==> src/rtl/cdb_arbiter_if.sv <==
// Common-data-bus arbiter bundle: unit request side plus registered broadcast side.
// master = functional units / consumers, slave = the arbiter.
interface cdb_arbiter_if #(
  parameter int unsigned N_UNITS = 3,
  parameter int unsigned CDB_W   = 32
);
  localparam int unsigned IdW = (N_UNITS > 1) ? $clog2(N_UNITS) : 1;

  logic [N_UNITS*CDB_W-1:0] i_cdb;
  logic [N_UNITS-1:0]       i_valid;
  logic [N_UNITS-1:0]       i_ready;
  logic                     flush;
  logic [CDB_W-1:0]         o_cdb;
  logic                     o_valid;
  logic [IdW-1:0]           o_grant_id;

  modport master (
    output i_cdb, i_valid, flush,
    input  i_ready, o_cdb, o_valid, o_grant_id
  );

  modport slave (
    input  i_cdb, i_valid, flush,
    output i_ready, o_cdb, o_valid, o_grant_id
  );
endinterface

==> src/rtl/cdb_arbiter.sv <==
// CDB arbiter: grants at most one completing unit per cycle (round-robin or fixed
// priority with a starvation guard) and broadcasts its word on a registered bus.
module cdb_arbiter #(
  parameter int unsigned N_UNITS  = 3,
  parameter int unsigned CDB_W    = 32,
  parameter int unsigned RR_MODE  = 1,
  parameter int unsigned MAX_WAIT = 4
) (
  input logic           clk,
  input logic           nrst,
  cdb_arbiter_if.slave  bus
);
  localparam int unsigned IdW  = (N_UNITS > 1) ? $clog2(N_UNITS) : 1;
  localparam int unsigned AgeW = (MAX_WAIT > 0) ? $clog2(MAX_WAIT + 1) : 1;

  logic [N_UNITS-1:0] w_valid;
  logic [N_UNITS-1:0] w_urgent;
  logic [N_UNITS-1:0] w_grant;
  logic [IdW-1:0]     w_rr_id;
  logic [IdW-1:0]     w_fp_id;
  logic [IdW-1:0]     w_gid;
  logic [IdW-1:0]     w_ptr_nxt;
  logic               w_rr_found;
  logic               w_any;
  int unsigned        w_idx;

  logic [IdW-1:0]     r_ptr;
  logic [AgeW-1:0]    r_age [N_UNITS];
  logic [CDB_W-1:0]   r_cdb;
  logic               r_valid;
  logic [IdW-1:0]     r_grant_id;

  // Lowest set index of a request vector (0 when empty; callers gate on emptiness).
  function automatic logic [IdW-1:0] lowest_idx(input logic [N_UNITS-1:0] v);
    logic [IdW-1:0] res;
    res = '0;
    for (int i = N_UNITS - 1; i >= 0; i--) begin
      if (v[i]) res = IdW'(i);
    end
    return res;
  endfunction

  assign w_valid = bus.i_valid;

  // Round-robin search starting at the pointer and wrapping modulo N_UNITS.
  always_comb begin
    w_rr_id    = '0;
    w_rr_found = 1'b0;
    w_idx      = 0;
    for (int unsigned i = 0; i < N_UNITS; i++) begin
      w_idx = int'(r_ptr) + i;
      if (w_idx >= N_UNITS) w_idx = w_idx - N_UNITS;
      if (!w_rr_found && w_valid[w_idx]) begin
        w_rr_found = 1'b1;
        w_rr_id    = IdW'(w_idx);
      end
    end
  end

  // Fixed priority: an urgent (starved) unit pre-empts the plain lowest-index winner.
  always_comb begin
    w_urgent = '0;
    for (int unsigned i = 0; i < N_UNITS; i++) begin
      w_urgent[i] = (MAX_WAIT != 0) && w_valid[i] && (r_age[i] == AgeW'(MAX_WAIT));
    end
    w_fp_id = (|w_urgent) ? lowest_idx(w_urgent) : lowest_idx(w_valid);
  end

  // Final one-hot grant; suppressed during flush and while reset is held.
  always_comb begin
    w_any     = (|w_valid) && !bus.flush && nrst;
    w_gid     = (RR_MODE != 0) ? w_rr_id : w_fp_id;
    w_grant   = w_any ? (N_UNITS'(1) << w_gid) : '0;
    w_ptr_nxt = (w_gid == IdW'(N_UNITS - 1)) ? '0 : w_gid + IdW'(1);
  end

  assign bus.i_ready = w_grant;

  // Round-robin pointer advances past the unit just granted.
  always_ff @(posedge clk or negedge nrst) begin
    if (!nrst) begin
      r_ptr <= '0;
    end else if (w_any && (RR_MODE != 0)) begin
      r_ptr <= w_ptr_nxt;
    end
  end

  // Age counters track consecutive lost cycles per unit; only meaningful in fixed priority.
  always_ff @(posedge clk or negedge nrst) begin
    if (!nrst) begin
      for (int unsigned k = 0; k < N_UNITS; k++) r_age[k] <= '0;
    end else begin
      for (int unsigned k = 0; k < N_UNITS; k++) begin
        if ((RR_MODE != 0) || bus.flush || !w_valid[k] || w_grant[k]) begin
          r_age[k] <= '0;
        end else if (r_age[k] < AgeW'(MAX_WAIT)) begin
          r_age[k] <= r_age[k] + AgeW'(1);
        end
      end
    end
  end

  // Broadcast register: word and id hold when idle, valid pulses for one cycle per grant.
  always_ff @(posedge clk or negedge nrst) begin
    if (!nrst) begin
      r_valid    <= 1'b0;
      r_cdb      <= '0;
      r_grant_id <= '0;
    end else begin
      r_valid <= w_any;
      if (w_any) begin
        r_cdb      <= bus.i_cdb[int'(w_gid)*CDB_W +: CDB_W];
        r_grant_id <= w_gid;
      end
    end
  end

  assign bus.o_cdb      = r_cdb;
  assign bus.o_valid    = r_valid;
  assign bus.o_grant_id = r_grant_id;
endmodule

==> src/flat_wrapper.sv <==
// flat-port wrapper written by rule: the top's interface ports become plain ports
module cdb_arbiter_flat 
#(
  parameter int unsigned N_UNITS  = 3,
  parameter int unsigned CDB_W    = 32,
  parameter int unsigned RR_MODE  = 1,
  parameter int unsigned MAX_WAIT = 4
)
  (clk, nrst, bus_i_cdb, bus_i_valid, bus_flush, bus_i_ready, bus_o_cdb, bus_o_valid, bus_o_grant_id);
  cdb_arbiter_if #(.N_UNITS(N_UNITS), .CDB_W(CDB_W)) bus_i ();
  input logic clk;
  input logic nrst;
  input wire logic [$bits(bus_i.i_cdb)-1:0] bus_i_cdb;
  input wire logic [$bits(bus_i.i_valid)-1:0] bus_i_valid;
  input wire logic [$bits(bus_i.flush)-1:0] bus_flush;
  output wire logic [$bits(bus_i.i_ready)-1:0] bus_i_ready;
  output wire logic [$bits(bus_i.o_cdb)-1:0] bus_o_cdb;
  output wire logic [$bits(bus_i.o_valid)-1:0] bus_o_valid;
  output wire logic [$bits(bus_i.o_grant_id)-1:0] bus_o_grant_id;
  assign bus_i.i_cdb = bus_i_cdb;
  assign bus_i.i_valid = bus_i_valid;
  assign bus_i.flush = bus_flush;
  assign bus_i_ready = bus_i.i_ready;
  assign bus_o_cdb = bus_i.o_cdb;
  assign bus_o_valid = bus_i.o_valid;
  assign bus_o_grant_id = bus_i.o_grant_id;
  cdb_arbiter #(.N_UNITS(N_UNITS), .CDB_W(CDB_W), .RR_MODE(RR_MODE), .MAX_WAIT(MAX_WAIT)) u_core (.clk(clk), .nrst(nrst), .bus(bus_i));
endmodule
==> config.mk <==
export PLATFORM = sky130hd
export DESIGN_NAME = cdb_arbiter_flat
export DESIGN_NICKNAME = d
export VERILOG_FILES = /design/src/rtl/cdb_arbiter_if.sv /design/src/rtl/cdb_arbiter.sv /design/src/flat_wrapper.sv
export SDC_FILE = /design/constraint.sdc
export NUM_CORES = 1
export LEC_CHECK = 0
export ABC_AREA = 1
export BUFFER_PORTS_ARGS = -buffer_cell sky130_fd_sc_hd__buf_2
export CAP_MARGIN = 20
export CORE_UTILIZATION = 45
export CTS_BUF_LIST = sky130_fd_sc_hd__clkbuf_16
export DETAILED_ROUTE_END_ITERATION = 8
export HOLD_SLACK_MARGIN = 0.05
export PLACE_DENSITY = 0.76
export SLEW_MARGIN = 20
export SYNTH_ARGS = -nofsm -noshare
export SYNTH_HDL_FRONTEND = slang
export SYNTH_SLANG_ARGS = --single-unit
==> constraint.sdc <==
create_clock -name clk -period 5.7 [get_ports clk]
set_clock_uncertainty 0.2 [all_clocks]
set_input_delay 0.285 -clock clk [delete_from_list [all_inputs] [get_ports clk]]
set_output_delay 0.285 -clock clk [all_outputs]
set_load 0.02 [all_outputs]
==> flow_metrics.env, run 1 <==
export IMPL_status="finished, final reports clean"
export IMPL_tns_ns=0
export IMPL_fin_hold_ws_ns=0.0520
export IMPL_post_cts_resized=0
export IMPL_cellLeakagePower_nw=2.23
export IMPL_ys_flop_type="dfrtp_1"
export IMPL_drive_above_1_share_pct=32.2
export IMPL_initial_core_util_pct=47.2
export IMPL_detail_route_iter0_violations=172
export IMPL_gp_congestion=0.873
export IMPL_syn_num_nets=499
export IMPL_power_density_mw_per_mm2=562
export IMPL_cp_slowest_stage_delay_ns=0.65
export IMPL_routedWlPerCell_um=12.0
export IMPL_synth_seq_cells=37
export IMPL_crit_chain="inv_1 -> ha_1 -> nand3_1 -> nand2_2 -> nor2_4 -> nand4_2 -> nand2_4 -> nor2_1 -> buf_2"
export IMPL_rsz0062_at_grt="false"
export IMPL_grt_max_degree=47
export IMPL_dr_pass1_iters=4
export IMPL_ys_warn_count=0
export IMPL_ant_nets=0
export IMPL_synth_top_area_cell="dfrtp_1"
export IMPL_slew_violations=0
export IMPL_yosysSeqAreaShare_pct=35.2
export IMPL_fmax_mhz=290
export IMPL_syn_inst=393
export IMPL_synth_avg_cell_area_um2=6.69
export IMPL_crit_fanout=46
export IMPL_die_h_um=78.4
export IMPL_dp_hpwl_mm=5.09
export IMPL_p_seq_share_pct=22.8
export IMPL_synth_edf_count=0
export IMPL_antenna_diode_count=0
export IMPL_power_frac_comb_pct=63.8
export IMPL_overflow=0
export IMPL_p_clk_share_pct=13.4
export IMPL_area_growth_synth_to_final_pct=34.9
export IMPL_drc=0
export IMPL_period_minus_slack_ns=3.45
export IMPL_async_flop_share_pct=100
export IMPL_htreeDepth=2
export IMPL_crit_arrival_ns=2.97
export IMPL_end_kind="output pin"
export IMPL_drv_cap=0
export IMPL_tightestPinTransition_ns=0.828
export IMPL_netlist_area_leader_share_pct=35.2
export IMPL_die_w_um=78.4
export IMPL_synth_area_mm2=0.00263
export IMPL_hp_class="input pin to flip-flop"
export IMPL_cts_buffer_depth=2
export IMPL_synth_area_leaders="dfrtp_1 35%, nand2_1 25%, nand3_1 10%"
export IMPL_clock_sinks=37
export IMPL_finalHoldViolCount=0
export IMPL_slew_headroom_pct=44.8
export IMPL_wirelength_mm=7.26
export IMPL_setup_ws_ns=2.25
export IMPL_ios=140
export IMPL_path_buf_inv=2
export IMPL_grt_pass1_vias=2701
export IMPL_core_area_mm2=0.00557
export IMPL_core_rowCount=27
export IMPL_fillers=507
export IMPL_power_internal_mw=0.945
export IMPL_vias=2893
export IMPL_cts_tree="yes"
export IMPL_swShare_pct=52.5
export IMPL_worst_setup_path_start_kind="flip-flop"
export IMPL_post_synth_top_count_cell="nand2_1"
export IMPL_ir_worst_vdd_mv=0.357
export IMPL_grt_pass1_wl_mm=11.8
export IMPL_path_clk_slew_ns=0.06
export IMPL_crit_required_ns=5.22
export IMPL_dp_slack_ns=2.57
export IMPL_switchingPower_mw=1.05
export IMPL_cp_top_family="simple AND/OR/NAND/NOR gates"
export IMPL_worstSetupPathType="flip-flop to output pin"
export IMPL_cts_root_buf="clkbuf_16"
export IMPL_slowest_stage="nand2_4"
export IMPL_multi_input_area_mm2=0.00131
export IMPL_nNetsFinal=639
export IMPL_post_cts_buffers=0
export IMPL_setup_viol=0
export IMPL_dieArea_mm2=0.00615
export IMPL_reg2reg_slack_ns=2.60
export IMPL_antenna_found_initial=0
export IMPL_via_per_inst=4.77
export IMPL_min_period_over_period_pct=60.6
export IMPL_grt_use_total_pct=24.2
export IMPL_port_buffers=139
export IMPL_numCtsBuffers=5
export IMPL_regArea_um2=926
export IMPL_synthTopCellsByCount="174 x nand2_1, 64 x inv_1, 55 x nand3_1"
export IMPL_clk_latency_ns=0.28
export IMPL_synth_distinct_cells=25
-- cell usage in the layout (no fill, tap or decap) --
| cell type | synthesis | routed |
|---|---|---|
| o211ai_2 | 7 | 7 |
| o21ai_4 | 1 | 1 |
| dfrtp_1 | 37 | 37 |
| nand3_4 | 1 | 1 |
| o211ai_1 | 6 | 6 |
| buf_4 | 4 | 1 |
| a21oi_2 | 1 | 1 |
| nand2_4 | 2 | 2 |
| nand4_2 | 1 | 1 |
| inv_2 | 3 | 3 |
| ha_1 | 4 | 4 |
| nand3_1 | 55 | 55 |
| nor2_4 | 2 | 2 |
| buf_2 | 6 | 139 |
| dlygate4sd3_1 | 0 | 12 |
| nor2_1 | 7 | 7 |
| o21ai_1 | 1 | 1 |
| clkbuf_16 | 0 | 5 |
| nor2_8 | 1 | 1 |
| a31oi_1 | 1 | 1 |
| inv_1 | 64 | 64 |
| clkinvlp_4 | 0 | 1 |
| nand3_2 | 2 | 2 |
| clkinv_2 | 0 | 2 |
| nand2_1 | 174 | 174 |
| nand2_2 | 3 | 3 |
| o21ai_0 | 1 | 1 |
-- power by group through the flow --
stage | registers [mW] | logic, mW | clock network, mW
6_report | 0.454 | 1.27 | 0.266
2_1_floorplan | 0.589 | 0.914 | 0
4_1_cts | 0.453 | 1.27 | 0.271
3_5_place_dp | 0.451 | 1.27 | 0
3_3_place_gp | 0.456 | 1.23 | 0
5_1_grt | 0.466 | 1.42 | 0.281
-- kinds of logic (layout without fill, tap and decap cells) --
logic type,after synthesis,count (layout),synth area share [%]
AND/OR/NAND/NOR,248,248,41.4
buffers and inverters,86,227,14.8
AO/OA/AOI/OAI,18,18,6.62
flip-flops,37,37,35.2
adder cells (fa/ha/maj),4,4,1.90
-- through the flow --
stage	power [mW]	instance area [um2]	utilization, %	std cells
CTS	1.99	3550	63.6	606
detailed placement	1.72	3280	58.9	586
global placement	1.68	3280	58.9	586
finish	1.99	3550	63.6	606
global route	2.17	3550	63.6	606
floorplan	1.50	2630	-	393
-- worst reg2reg max path, delay by kind of cell (launching register included) --
family | cells | cell delay (ns)
flip-flops | 1 | 0.37
adder cells (fa/ha/maj) | 1 | 0.42
AND/OR/NAND/NOR | 10 | 1.91
buffers and inverters | 1 | 0.08
-- state kept, by name, indices dropped and copies added (netlist names) --
name,flops
u_core.r_ptr,2
u_core.bus.o_valid,1
u_core.bus.o_cdb,32
u_core.bus.o_grant_id,2
-- final cells by class --
class / instances / area share (%)
sequential: 37 / 26.1
multi-input combinational: 270 / 37.0
inverter: 67 / 7.09
clock buffer: 5 / 3.53
tap: 72 / 2.54
timing repair buffer: 152 / 23.2
clock inverter: 3 / 0.494
-- final timing paths --
check,from,end,depth (start not counted)
setup / recovery,u_core.r_ptr[0]$_DFFE_PN0P_,bus_i_ready[1],9
hold / removal,bus_i_cdb[78],u_core.bus.o_cdb[14]$_DFFE_PN0P_,3
setup reg to reg,u_core.r_ptr[0]$_DFFE_PN0P_,u_core.bus.o_cdb[15]$_DFFE_PN0P_,12
hold reg to reg,u_core.bus.o_cdb[12]$_DFFE_PN0P_,u_core.bus.o_cdb[12]$_DFFE_PN0P_,2
max in group asynchronous,nrst,u_core.bus.o_cdb[10]$_DFFE_PN0P_,2
min in group asynchronous,nrst,u_core.bus.o_cdb[18]$_DFFE_PN0P_,2
-- per-layer routing --
metal  GRT usage [%]  share of wire (%)  vias to the layer above
li1                -                  -                     1475
met1            29.8                 43                     1275
met2            42.3                 47                      137
met3            4.30                8.8                        6
met4            8.70                1.3                        0
met5               0                  0                        -
-- timing repair --
action	in CTS	in global routing
endpoints found under the setup margin	0	0
hold endpoints to repair	48	0
hold buffers	12	0
Power figures use the tool's default switching activity.
==> run 2, diff against run 1 <==
--- a/config.mk
+++ b/config.mk
@@ -5,14 +5,14 @@
 export SDC_FILE = /design/constraint.sdc
 export NUM_CORES = 1
 export LEC_CHECK = 0
-export ABC_AREA = 1
+export ABC_AREA = 0
 export BUFFER_PORTS_ARGS = -buffer_cell sky130_fd_sc_hd__buf_2
 export CAP_MARGIN = 20
-export CORE_UTILIZATION = 45
+export CORE_UTILIZATION = 44
 export CTS_BUF_LIST = sky130_fd_sc_hd__clkbuf_16
 export DETAILED_ROUTE_END_ITERATION = 8
 export HOLD_SLACK_MARGIN = 0.05
-export PLACE_DENSITY = 0.76
+export PLACE_DENSITY = 0.74
 export SLEW_MARGIN = 20
 export SYNTH_ARGS = -nofsm -noshare
 export SYNTH_HDL_FRONTEND = slang
==> constraint.sdc (replaced) <==
create_clock -name clk -period 3.12 [get_ports clk]
set_clock_uncertainty 0.2 [all_clocks]
set_input_delay 0.156 -clock clk [delete_from_list [all_inputs] [get_ports clk]]
set_output_delay 0.156 -clock clk [all_outputs]
set_load 0.02 [all_outputs]
==> run 2 against run 1 <==
Compared with the run above: sequential share of layout area fell by 5.2 points; non-clock buffer count is 21 higher; register-to-register slack worse by 2.2 ns; power increased by 110%; largest power group unchanged; core utilization shrank 2.4 points; sequential power increased by 110%; synthesized area is 26% higher; synthesized cell count is 13% lower; final cell count decreased by 3.0%; worst setup slack worse by 2.0 ns; clock power is 77% higher.
==> flow_metrics.env, run 2 <==
export IMPL_vias=3387
export IMPL_cp_slowest_stage_delay_ns=0.42
export IMPL_reg2reg_slack_ns=0.39
export IMPL_synthTopCellsByCount="52 x a211oi_2, 38 x inv_1, 37 x dfrtp_1"
export IMPL_reg2regPathDepth=8
export IMPL_fmax_mhz=350
export IMPL_grt_max_degree=71
export IMPL_path_buf_inv=4
export IMPL_power_density_mw_per_mm2=925
export IMPL_crit_required_ns=2.76
export IMPL_antenna_diode_count=0
export IMPL_dpl_instance_area_mm2=0.00412
export IMPL_dp_cells=562
export IMPL_ys_flop_type="dfrtp_1"
export IMPL_setup_viol=0
export IMPL_ant_nets=0
export IMPL_yosysSeqAreaShare_pct=28.1
export IMPL_overflow=0
export IMPL_slew_headroom_pct=33.9
export IMPL_cp_top_family="buffers and inverters"
export IMPL_drive_above_1_share_pct=45.6
export IMPL_finalHoldViolCount=0
export IMPL_tns_ns=0
export IMPL_synth_avg_cell_area_um2=9.62
export IMPL_crit_top_cell="buf_4"
export IMPL_fillers=647
export IMPL_htreeDepth=2
export IMPL_ys_warn_count=0
export IMPL_synth_distinct_cells=36
export IMPL_dr_pass1_iters=4
export IMPL_drv_cap=0
export IMPL_setup_ws_ns=0.266
export IMPL_r2r_end="u_core.bus.o_cdb[24]$_DFFE_PN0P_"
export IMPL_syn_inst=343
export IMPL_holdCritStartpoint="bus_i_cdb[45]"
export IMPL_worstReg2RegStart="u_core.r_ptr[0]$_DFFE_PN0P_"
export IMPL_largest_register_ffs=32
export IMPL_detail_route_iter0_violations=230
export IMPL_die_h_um=88.6
export IMPL_rsz0062_at_grt="false"
export IMPL_crit_arrival_ns=2.50
export IMPL_ir_worst_vdd_mv=0.561
export IMPL_cts_root_buf="clkbuf_16"
export IMPL_final_cell_mix="139 x buf_2, 52 x a211oi_2, 41 x inv_1"
export IMPL_netlist_area_leader_share_pct=28.1
export IMPL_ios=140
export IMPL_grt_use_total_pct=25.3
export IMPL_hold_end="u_core.bus.o_cdb[13]$_DFFE_PN0P_"
export IMPL_core_rowCount=31
export IMPL_antenna_found_initial=0
export IMPL_nNetsFinal=594
export IMPL_fin_hold_ws_ns=0.0472
export IMPL_synth_area_mm2=0.00330
export IMPL_grt_pass1_vias=3230
export IMPL_initial_core_util_pct=45.5
export IMPL_gp_congestion=0.830
export IMPL_whs_path_depth=3
export IMPL_clock_sinks=37
export IMPL_die_w_um=88.6
export IMPL_grt_pass1_wl_mm=15.5
export IMPL_numCtsBuffers=5
export IMPL_synth_top_area_cell="dfrtp_1"
export IMPL_period_minus_slack_ns=2.85
export IMPL_crit_fanout=17
export IMPL_dp_slack_ns=0.456
export IMPL_dieArea_mm2=0.00785
export IMPL_routedWlPerCell_um=16.9
export IMPL_post_synth_top_count_cell="a211oi_2"
export IMPL_instances_no_fill=588
export IMPL_tightestPinTransition_ns=0.990
export IMPL_worst_setup_path_start_kind="flip-flop"
export IMPL_slew_violations=0
export IMPL_path_clk_slew_ns=0.05
export IMPL_cellLeakagePower_nw=2.03
export IMPL_synth_edf_count=0
export IMPL_via_per_inst=5.76
export IMPL_port_buffers=139
export IMPL_final_common_cell="buf_2"
export IMPL_cts_tree="yes"
export IMPL_clk_latency_ns=0.28
export IMPL_end_kind="output pin"
export IMPL_synth_area_leaders="dfrtp_1 28%, a211oi_2 20%, mux2i_1 10%"
export IMPL_status="finished, final reports clean"
export IMPL_dp_hpwl_mm=6.78
export IMPL_cts_buffer_depth=2
export IMPL_wirelength_mm=9.92
export IMPL_syn_num_nets=449
export IMPL_worstSetupPathType="flip-flop to output pin"
export IMPL_slowest_stage="ha_1"
export IMPL_fin_area_mm2=0.00444
export IMPL_drc=0
export IMPL_min_period_over_period_pct=91.5
export IMPL_hp_class="input pin to flip-flop"
export IMPL_synth_seq_cells=37
export IMPL_crit_chain="inv_1 -> ha_1 -> nand2b_1 -> a21oi_4 -> buf_4 -> o21ai_2 -> buf_4 -> nand2_1 -> a21oi_1 -> buf_2"
export IMPL_area_growth_synth_to_final_pct=34.5
export IMPL_core_area_mm2=0.00725
export IMPL_async_flop_share_pct=100
## run 2: cell count changes after synthesis, sizes merged, moves of 9 or more
cell,previous run,this run
a211oi,0,64
inv,67,39
a21oi,1,35
nor2,10,1
mux2i,0,34
nand2,179,5
clkbuf,3,19
nand3,58,0
o211ai,13,32
and4,0,32
## run 2: through the flow
step                total power, mW  utilization [%]
CTS                            4.10             61.2
global route                   4.38             61.2
finish                         4.11             61.2
floorplan                      2.77                -
detailed placement             3.61             56.8
global placement               3.54             56.8
## run 2: worst max-delay path by stage
stage                                start                                to  slack, ns  depth (start not counted)
5_1_grt        u_core.r_ptr[1]$_DFFE_PN0P_                    bus_i_ready[1]       0.10                         10
4_1_cts        u_core.r_ptr[0]$_DFFE_PN0P_                    bus_i_ready[1]       0.25                         10
3_3_place_gp   u_core.r_ptr[0]$_DFFE_PN0P_  u_core.bus.o_cdb[24]$_DFFE_PN0P_       0.51                          8
3_5_place_dp   u_core.r_ptr[0]$_DFFE_PN0P_  u_core.bus.o_cdb[12]$_DFFE_PN0P_       0.46                          9
2_1_floorplan  u_core.r_ptr[1]$_DFFE_PN0P_                    bus_i_ready[1]       0.85                          7
6_report       u_core.r_ptr[0]$_DFFE_PN0P_                    bus_i_ready[1]       0.27                         10
## run 2: logic make-up (layout without fill, tap and decap cells)
| kind of cell | Yosys count | after routing | share of synthesized area, % |
|---|---|---|---|
| fa+ha+maj | 4 | 4 | 1.52 |
| flops | 37 | 37 | 28.1 |
| simple gates | 45 | 45 | 10.7 |
| buf+inv | 74 | 220 | 9.21 |
| mux | 34 | 34 | 10.3 |
| compound gates | 149 | 149 | 40.2 |
## run 2: power breakdown
| group | internal [mW] | total, mW | leakage [nW] | switching, mW |
|---|---|---|---|---|
| logic | 1.06 | 2.70 | 1.49 | 1.65 |
| registers | 0.696 | 0.931 | 0.468 | 0.235 |
| clock network | 0.287 | 0.471 | 0.0776 | 0.184 |
## run 2: worst min-delay path, delay by kind of cell
kind            cells  cell delay (ns)
buf+inv             1             0.09
compound gates      2             0.23
## run 2: layout make-up
cell class              count  area, um2  share of cell area [%]
clock inverters             3       11.3                   0.254
inverters                  39        146                    3.30
flip-flops and latches     37        926                    20.9
well taps                  99        124                    2.79
repair buffers            173       1020                    23.0
multi-input cells         232       2080                    47.0
clock buffers               5        125                    2.82
## run 2: layer usage
metal  vias up  share of wire (%)  global-route usage, %
met1      1610                 44                   33.4
met3        17                5.9                   3.36
li1       1614                  -                      -
met4         0                1.7                   9.24
met2       146                 48                   42.4
met5         -                  0                      0
## run 2: repair_timing
item                      in CTS  in global routing
hold endpoints to repair      54                  0
resized for setup              0                  0
setup buffers                  0                  0
hold buffers                  18                  0
==> run 3, diff against run 2 <==
--- a/config.mk
+++ b/config.mk
@@ -6,7 +6,7 @@
 export NUM_CORES = 1
 export LEC_CHECK = 0
 export ABC_AREA = 0
-export BUFFER_PORTS_ARGS = -buffer_cell sky130_fd_sc_hd__buf_2
+export BUFFER_PORTS_ARGS = -buffer_cell sky130_fd_sc_hd__buf_4
 export CAP_MARGIN = 20
 export CORE_UTILIZATION = 44
 export CTS_BUF_LIST = sky130_fd_sc_hd__clkbuf_16
==> run 3 against run 2 <==
Compared with the run above: wire length grew 5.1%; hold slack lost 0.0024 ns; via count up 2.5%; power increased by 4.3%; final cell count rose by 1.5%; global-route usage is 1.6 points higher.
==> flow_metrics.env, run 3 (same netlist as run 2, synthesis figures left out) <==
export IMPL_finalHoldViolCount=0
export IMPL_crit_required_ns=2.76
export IMPL_crit_fanout=17
export IMPL_hp_class="input pin to flip-flop"
export IMPL_fin_area_mm2=0.00486
export IMPL_globalRouteMet3Util_pct=2.89
export IMPL_reg2reg_slack_ns=0.40
export IMPL_grt_use_total_pct=26.9
export IMPL_die_h_um=88.6
export IMPL_dpl_instance_area_mm2=0.00448
export IMPL_multi_input_area_mm2=0.00208
export IMPL_numCtsBuffers=5
export IMPL_period_minus_slack_ns=2.90
export IMPL_cellLeakagePower_nw=2.16
export IMPL_fin_hold_ws_ns=0.0447
export IMPL_detail_route_iter0_violations=261
export IMPL_gp_congestion=0.871
export IMPL_grt_max_degree=71
export IMPL_met2_usage_pct=44.8
export IMPL_drc=0
export IMPL_clk_latency_ns=0.27
export IMPL_cts_tree="yes"
export IMPL_dp_cells=565
export IMPL_core_area_mm2=0.00725
export IMPL_power_frac_comb_pct=66.7
export IMPL_worst_setup_path_start_kind="flip-flop"
export IMPL_final_cell_mix="157 x buf_4, 52 x a211oi_2, 38 x inv_1"
export IMPL_power_mw=4.28
export IMPL_fillers=578
export IMPL_nNetsFinal=603
export IMPL_antenna_found_initial=0
export IMPL_grt_pass1_wl_mm=16.5
export IMPL_end_kind="output pin"
export IMPL_crit_arrival_ns=2.54
export IMPL_dp_slack_ns=0.419
export IMPL_swShare_pct=48.7
export IMPL_die_w_um=88.6
export IMPL_path_clk_slew_ns=0.05
export IMPL_startpoint="u_core.r_ptr[0]$_DFFE_PN0P_"
export IMPL_port_buffers=139
export IMPL_p_seq_share_pct=22.0
export IMPL_wirelength_mm=10.4
export IMPL_grt_busiest_layer="met2"
export IMPL_initial_core_util_pct=45.5
export IMPL_antenna_diode_count=0
export IMPL_tightestPinTransition_ns=0.971
export IMPL_worstReg2RegStart="u_core.r_ptr[1]$_DFFE_PN0P_"
export IMPL_vias=3471
export IMPL_cp_slowest_stage_delay_ns=0.39
export IMPL_slew_violations=0
export IMPL_regArea_um2=926
export IMPL_tns_ns=0
export IMPL_ant_nets=0
export IMPL_post_cts_buffers=0
export IMPL_post_cts_resized=0
export IMPL_cts_hold_buf=24
export IMPL_clock_sinks=37
export IMPL_instances_no_fill=597
export IMPL_power_density_mw_per_mm2=881
export IMPL_drv_cap=0
export IMPL_switchingPower_mw=2.08
export IMPL_core_rowCount=31
export IMPL_worstSetupPathType="flip-flop to output pin"
export IMPL_power_internal_mw=2.20
export IMPL_dp_hpwl_mm=7.10
export IMPL_htreeDepth=2
export IMPL_ios=140
export IMPL_cts_buffer_depth=2
export IMPL_dr_pass1_iters=5
export IMPL_min_period_over_period_pct=92.8
export IMPL_drive_above_1_share_pct=45.6
export IMPL_setup_viol=0
export IMPL_fin_util_pct=67.0
export IMPL_met1_usage_pct=36.5
export IMPL_setup_ws_ns=0.225
export IMPL_p_clk_share_pct=11.2
export IMPL_dieArea_mm2=0.00785
export IMPL_crit_chain="inv_1 -> ha_1 -> nand2b_1 -> o22ai_2 -> buf_4 -> o21ai_2 -> buf_4 -> nand2_1 -> a21oi_1 -> buf_4"
export IMPL_overflow=0
export IMPL_slowest_stage="ha_1"
export IMPL_crit_top_cell="buf_4"
export IMPL_via_per_inst=5.81
export IMPL_routedWlPerCell_um=17.5
export IMPL_grt_pass1_vias=3470
export IMPL_holdCritStartpoint="bus_i_cdb[48]"
export IMPL_rsz0062_at_grt="false"
export IMPL_largest_register_ffs=32
export IMPL_cts_root_buf="clkbuf_16"
export IMPL_fmax_mhz=345
export IMPL_ir_worst_vdd_mv=0.461
export IMPL_area_growth_synth_to_final_pct=47.2
export IMPL_status="finished, final reports clean"
export IMPL_final_common_cell="buf_4"
export IMPL_slew_headroom_pct=35.2
-- run 3: final timing paths --
path	end	cells after the start
min in group asynchronous	u_core.bus.o_valid$_DFF_PN0_	3
max	bus_i_ready[1]	10
max reg2reg	u_core.bus.o_cdb[15]$_DFFE_PN0P_	8
min	u_core.bus.o_cdb[16]$_DFFE_PN0P_	3
min reg2reg	u_core.bus.o_grant_id[1]$_DFFE_PN0P_	1
max in group asynchronous	u_core.bus.o_cdb[8]$_DFFE_PN0P_	3
-- run 3: critical path: cells and delay by family, from the launching register on --
family	cells	cell delay, ns
flops	1	0.38
simple gates	2	0.32
fa+ha+maj	1	0.39
compound gates	3	0.47
buf+inv	4	0.71
-- run 3: power groups by stage --
| stage | logic, mW | registers (mW) | clock network [mW] |
|---|---|---|---|
| final | 2.86 | 0.943 | 0.481 |
| after global routing | 3.06 | 0.972 | 0.512 |
| after CTS | 2.86 | 0.940 | 0.488 |
| after detailed placement | 2.82 | 0.945 | 0 |
| after global placement | 2.75 | 0.940 | 0 |
| after floorplan | 1.64 | 1.13 | 0 |
-- run 3: metal layers --
layer	share of wire [%]	vias to the layer above	routed length (um)
met5	0	-	0
met1	44	1670	4630
met4	1.2	0	127
li1	-	1632	-
met2	49	157	5090
met3	5.6	12	586
-- run 3: final cells by class --
class	instances	share of cell area, %
tap	99	2.55
inverter	39	3.01
sequential	37	19.1
timing repair buffer	182	29.6
clock buffer	5	2.58
multi-input combinational	232	42.9
clock inverter	3	0.258
